==> config.mk <==
export PLATFORM = sky130hd
export DESIGN_NAME = data_bus_arbiter
export DESIGN_NICKNAME = d
export VERILOG_FILES = /design/src/rtl/data_bus_arbiter_pkg.sv /design/src/rtl/data_bus_arbiter_rr_priority_pick.sv /design/src/rtl/data_bus_arbiter.sv
export SDC_FILE = /design/constraint.sdc
export NUM_CORES = 1
export LEC_CHECK = 0
export BUFFER_PORTS_ARGS = -buffer_cell sky130_fd_sc_hd__buf_4
export CAP_MARGIN = 20
export CORE_ASPECT_RATIO = 1.4
export CORE_MARGIN = 4
export CORE_UTILIZATION = 35
export DETAILED_ROUTE_END_ITERATION = 8
export GPL_ROUTABILITY_DRIVEN = 0
export HOLD_SLACK_MARGIN = 0.08
export PLACE_DENSITY = 0.65
export SLEW_MARGIN = 25
export SYNTH_ARGS = -nofsm -noshare
export SYNTH_HDL_FRONTEND = slang
export SYNTH_HIERARCHICAL = 1
export SYNTH_SLANG_ARGS = --single-unit
==> constraint.sdc <==
create_clock -name clk -period 4.1 [get_ports clk]
set_clock_uncertainty 0.1 [all_clocks]
set_input_delay 0.82 -clock clk [delete_from_list [all_inputs] [get_ports clk]]
set_output_delay 0.82 -clock clk [all_outputs]
set_load 0.02 [all_outputs]
==> src/rtl/data_bus_arbiter_pkg.sv <==
// Shared constants and index helpers for the data-bus arbiter.
// Pure definitions: no state, no latency, no flow control.
package data_bus_arbiter_pkg;
    localparam int MST_CPU = 0;
    localparam int MST_DMA = 1;
    localparam int DBUS_AW = 8;
    localparam int DBUS_DW = 8;
    localparam int OWNER_W = 3;

    typedef logic [OWNER_W-1:0] owner_t;

    function automatic logic [7:0] idx_onehot(input owner_t idx);
        return 8'b1 << idx;
    endfunction

    function automatic owner_t wrap_inc(input owner_t idx, input int n);
        logic [OWNER_W:0] nx;
        nx = {1'b0, idx} + 1'b1;
        if (int'(nx) >= n) return '0;
        return nx[OWNER_W-1:0];
    endfunction
endpackage

==> src/rtl/data_bus_arbiter_rr_priority_pick.sv <==
// Circular first-one finder: first set, non-excluded request scanning from i_start.
// Latency: purely combinational.
// Backpressure: none; result is valid whenever an eligible request exists.
import data_bus_arbiter_pkg::*;

module rr_priority_pick #(
    parameter int N = 2
) (
    input  logic [7:0]         i_req,
    input  logic [7:0]         i_excl,
    input  logic [OWNER_W-1:0] i_start,
    output logic               o_vld,
    output logic [OWNER_W-1:0] o_idx
);
    always_comb begin
        int w_pos;
        o_vld = 1'b0;
        o_idx = '0;
        w_pos = 0;
        for (int k = 0; k < N; k++) begin
            // i_start < N and k < N, so one wrap subtraction is enough
            w_pos = int'(i_start) + k;
            if (w_pos >= N) w_pos = w_pos - N;
            if (!o_vld && i_req[3'(w_pos)] && !i_excl[3'(w_pos)]) begin
                o_vld = 1'b1;
                o_idx = 3'(w_pos);
            end
        end
    end
endmodule

==> src/rtl/data_bus_arbiter.sv <==
// Round-robin owner arbiter for the 8-bit data bus; muxes the owner's strobes/addr/wdata.
// Latency: grant and bus outputs combinational (zero-cycle); ownership registered.
// Backpressure: masters hold req until granted; DBUS_ARB_TIMEOUT_EN enables owner preemption.
import data_bus_arbiter_pkg::*;

module data_bus_arbiter #(
    parameter int N_MST          = 2,
    parameter int TIMEOUT_CYCLES = 16
) (
    input  logic                   clk,
    input  logic                   rst_n,
    input  logic [N_MST-1:0]       mst_req,
    input  logic [N_MST-1:0]       mst_wr,
    input  logic [N_MST-1:0]       mst_rd,
    input  logic [8*N_MST-1:0]     mst_addr,
    input  logic [8*N_MST-1:0]     mst_wdata,
    output logic [N_MST-1:0]       mst_grant,
    output logic                   bus_wr,
    output logic                   bus_rd,
    output logic [DBUS_AW-1:0]     bus_addr,
    output logic [DBUS_DW-1:0]     bus_wdata,
    output logic                   bus_busy,
    output logic [OWNER_W-1:0]     bus_owner,
    output logic                   timeout_evt
);
    if (N_MST < 2 || N_MST > 8 || TIMEOUT_CYCLES < 1 || TIMEOUT_CYCLES > 32) begin : g_bad_cfg
        $error("data_bus_arbiter: unsupported N_MST/TIMEOUT_CYCLES");
    end

    logic               r_locked;
    owner_t             r_owner;
    owner_t             r_rr_ptr;

    logic [7:0]         w_req_x;
    logic [7:0]         w_wr_x;
    logic [7:0]         w_rd_x;
    logic [7:0]         w_excl;
    logic               w_owned;
    logic               w_pick_vld;
    owner_t             w_pick_idx;
    logic               w_gnt_vld;
    owner_t             w_gnt_idx;

    always_comb begin
        w_req_x = '0;
        w_wr_x  = '0;
        w_rd_x  = '0;
        w_req_x[N_MST-1:0] = mst_req;
        w_wr_x[N_MST-1:0]  = mst_wr;
        w_rd_x[N_MST-1:0]  = mst_rd;
    end

    assign w_owned = r_locked & w_req_x[r_owner];

    rr_priority_pick #(.N(N_MST)) u_pick (
        .i_req   (w_req_x),
        .i_excl  (w_excl),
        .i_start (r_rr_ptr),
        .o_vld   (w_pick_vld),
        .o_idx   (w_pick_idx)
    );

    // Grants are gated by rst_n so nothing reaches the bus while reset is asserted
    assign w_gnt_vld = rst_n & (w_owned | w_pick_vld);
    assign w_gnt_idx = w_owned ? r_owner : w_pick_idx;
    assign bus_busy  = w_gnt_vld;

`ifdef DBUS_ARB_TIMEOUT_EN
    localparam logic [4:0] HOLD_LAST = 5'(TIMEOUT_CYCLES - 1);

    logic [4:0] r_hold_cnt;
    logic       r_tmo;
    logic       w_preempt;

    assign w_preempt   = w_owned & (r_hold_cnt == HOLD_LAST)
                       & (|(w_req_x & ~idx_onehot(r_owner)));
    assign w_excl      = r_tmo ? idx_onehot(r_owner) : '0;
    assign timeout_evt = rst_n & r_tmo;

    always_ff @(posedge clk or negedge rst_n) begin
        if (!rst_n) begin
            r_hold_cnt <= '0;
            r_tmo      <= 1'b0;
        end else begin
            r_tmo      <= w_preempt;
            r_hold_cnt <= (w_owned && !w_preempt) ? r_hold_cnt + 5'd1 : 5'd0;
        end
    end
`else
    assign w_excl      = '0;
    assign timeout_evt = 1'b0;
`endif

    always_ff @(posedge clk or negedge rst_n) begin
        if (!rst_n) begin
            r_locked <= 1'b0;
            r_owner  <= '0;
            r_rr_ptr <= '0;
        end else if (w_owned) begin
`ifdef DBUS_ARB_TIMEOUT_EN
            // Owner index is kept so the next cycle can exclude it from arbitration
            if (w_preempt) begin
                r_locked <= 1'b0;
                r_rr_ptr <= wrap_inc(r_owner, N_MST);
            end
`endif
        end else if (w_pick_vld) begin
            r_locked <= 1'b1;
            r_owner  <= w_pick_idx;
            r_rr_ptr <= wrap_inc(w_pick_idx, N_MST);
        end else begin
            r_locked <= 1'b0;
        end
    end

    always_comb begin
        mst_grant = '0;
        bus_wr    = 1'b0;
        bus_rd    = 1'b0;
        bus_addr  = '0;
        bus_wdata = '0;
        bus_owner = '0;
        if (w_gnt_vld) begin
            bus_owner = w_gnt_idx;
            bus_wr    = w_wr_x[w_gnt_idx];
            bus_rd    = w_rd_x[w_gnt_idx] & ~w_wr_x[w_gnt_idx];
            for (int i = 0; i < N_MST; i++) begin
                if (w_gnt_idx == 3'(i)) begin
                    mst_grant[i] = 1'b1;
                    bus_addr     = mst_addr[i*8 +: 8];
                    bus_wdata    = mst_wdata[i*8 +: 8];
                end
            end
        end
    end
endmodule

==> out/results.tsv <==
stage	metric	value	unit
final_layout	final_util	0.668	
worst_setup_path	criticalPathCategory	input port to primary output	
power_and_ir_drop	powerDensity	993	nW/um^2
worst_setup_path	rr_startpoint	r_rr_ptr[1]	
timing	setup_slack	-0.191	ns
job	maxCapViolations	0	
placement	placed_cells	327	
yosys	syn_area	1320	sq um
cts	clk_latency	0.22	ns
global_route	antenna_found_initial	0	
global_route	grt_overflow_total	0	
final_layout	most-common-layout-cells	79 x buf_4, 28 x conb_1, 21 x nand2_1, 17 x buf_6, 16 x nand4_1	
worst_setup_path	slowest_stage	or4bb_4	
outcome	status	finished, violations left	
global_route	grt_use_total	0.185	
cts	clock_path_buffers	2	
final_layout	final_cells	339	
yosys	ys_ff_latch	7	
drt	drt-pass1-iter-count	2	
die	initial_core_util	0.363	
cts	clock_sinks	7	
final_layout	fin_nets	345	
worst_setup_path	slowest_delay	0.57	ns
cts	path_clk_slew	0.04	ns
yosys	async_flop_share	1.00	
drt	post_drt_wl_per_cell	13.0	microns
worst_setup_path	crit_top_cell	buf_4	
worst_setup_path	arrival	3.37	ns
final_layout	n_fill_cell	321	
hold_path	hold_path.class	input port to async pin	
drt	final_antenna_net_count	0	
yosys	ys_types	53	
worst_setup_path	crit_start	mst_req[1]	
final_layout	multi_input_area	1320	sq um
timing	rsz0062_at_grt	yes	
die	dieArea	4840	sq um
drt	drc_errors	0	
yosys	synth.area.top_cells	dfrtp_1 13%, nand4_1 7.6%, nand2_1 7.1%	
yosys	synthFlopType	dfrtp_1	
yosys	seq_area_frac_synth	0.133	
timing	slew_violations	0	
die	io-pin-count	65	
die	coreArea	3640	sq um
drt	drt_iter0_drc	48	
final_layout	seq_area	175	sq um
timing	setup_violations	20	
worst_setup_path	worstSetupEndpointType	primary output	
final_layout	finish.instance_area	2430	sq um
timing	relSlewSlack	0.568	
timing	hold_viol_final	0	
global_route	grt_pass1_vias	1739	
timing	finalCritPeriodShare	1.05	
cts	cts_tree	built	
yosys	synth_edf_count	0	
yosys	syn_inst	180	
yosys	netlist.area_leader.share	0.133	
placement	dp_hpwl	3430	microns
power_and_ir_drop	total_power	0.00242	W
worst_setup_path	crit_path_start_kind	input port	
drt	num_vias	1707	
power_and_ir_drop	peakVddDrop	0.653	mV
cts	htreeDepth	1	
worst_setup_path	cp_max_fo	7	
final_layout	antenna_cells	0	
timing	timing.fmax	0.233	GHz
final_layout	area_growth	84.3	%
placement	port_buffers	63	
cts	cts_inserted_buffers	3	
global_route	grt_pass1_wl	7240	microns
timing	hold_ws	0.318	ns
global_route	grt_max_degree	18	
placement	placed_area	2160	sq um
worst_setup_path	cp.required	3.18	ns
worst_setup_path	rr_worst_depth	14	
outcome	failed_checks	negative setup slack	
yosys	synth.avg_cell_area	7.34	sq um
yosys	synth.largest_area_cell	dfrtp_1	
die	die_width	59.9	microns
timing	period_needed	4.29	ns
cts	cts-root-buf	clkbuf_8	
die	die_h	80.7	microns
final_layout	final_common_cell	buf_4	
yosys	yosysWarnings	6	
final_layout	drive_above_1_share	0.471	
timing	tightestPinTransition	0.630	ns
drt	via_per_inst	5.04	
die	rows	26	
worst_setup_path	cp_cell_sequence	buf_6, and3b_1, a2111o_1, o221a_4, or2_4, o32a_1, or4bb_4, o41ai_4, buf_4, nand4_1, o21ai_1, buf_4	
power_and_ir_drop	leakage	1.18	nW
cts	cts_hold_buffers	0	
drt	drt-total-wl	4390	microns
[flip-flops by register name, indices dropped and copies added (netlist names)]
signal / cells
r_rr_ptr: 3
r_owner: 3
r_locked: 1
[area by class of cell]
cell class                      count  share of cell area
Clock buffer                        4              0.0185
Inverter                           10              0.0154
Multi-Input combinational cell    179               0.542
Sequential cell                     7              0.0719
Tap cell                           42              0.0216
Timing Repair Buffer               97               0.330
[through the flow]
stage | TNS [ns] | setup WS, ns
after floorplan | -0.367 | -0.0307
after global placement | -3.53 | -0.229
after detailed placement | -4.13 | -0.262
after CTS | -2.52 | -0.174
after global routing | -4.85 | -0.289
final | -3.00 | -0.191
[worst paths after layout]
kind | to | slack, ns
worst max-delay path | bus_addr[2] | -0.19
worst min-delay path | r_rr_ptr[0] | 0.32
worst max register to register | r_rr_ptr[0] | 1.01
worst min register to register | r_rr_ptr[1] | 0.52
max in group asynchronous | r_owner[1] | 3.44
min in group clk | r_rr_ptr[1] | 0.52
[kinds of logic after synthesis]
| kind of cell | Yosys count | share of synthesized area |
|---|---|---|
| flip-flops | 7 | 0.133 |
| buffers and inverters | 22 | 0.0881 |
| multiplexers | 7 | 0.0568 |
| XOR/XNOR | 2 | 0.0133 |
| AO/OA/AOI/OAI | 51 | 0.279 |
| adder cells (fa/ha/maj) | 7 | 0.0663 |
| AND/OR/NAND/NOR | 83 | 0.361 |
| other | 1 | 0.00284 |
[power by group]
group / total (W) / switching [W] / internal, W
logic: 0.00219 / 0.00113 / 0.00106
registers: 0.000130 / 0.0000316 / 0.0000987
clock network: 0.0000966 / 0.0000293 / 0.0000672
total: 0.00242 / 0.00119 / 0.00122
[timing repair]
action | 4_1_cts | 5_1_grt
gates cloned | 1 | 0
endpoints found under the setup margin | 20 | 21
gates resized for setup | 14 | 22
setup buffers | 2 | 5
pin swaps | 12 | 7
[Yosys cell counts (3+ instances only)]
master     n
nor3b_1    4
nand3b_1   3
dfrtp_1    7
a31oi_1    4
nor2_1     8
ha_1       7
o21ai_0    5
o31ai_1    3
clkbuf_1   6
nand4_1   16
inv_1     10
and3_1     5
nand2_1   25
nor2b_1    4
o21ai_1   17
a21oi_1    4
buf_6      4
mux2i_1    3
nand2b_1   3
mux2_2     3
[worst max-delay path, delay by kind of cell]
kind | cells | cell delay (ns)
AOI/OAI and AO/OA | 5 | 0.99
buffers and inverters | 3 | 0.48
and+or+nand+nor | 4 | 1.08
[metal layers]
| metal | vias to the layer above | GRT usage | part of all wire |
|---|---|---|---|
| li1 | 876 | - | - |
| met1 | 782 | 0.176 | 0.36 |
| met2 | 45 | 0.366 | 0.55 |
| met3 | 4 | 0.0595 | 0.076 |
| met4 | 0 | 0.0399 | 0.010 |
| met5 | - | 0 | 0 |
Power figures use the tool's default switching activity.
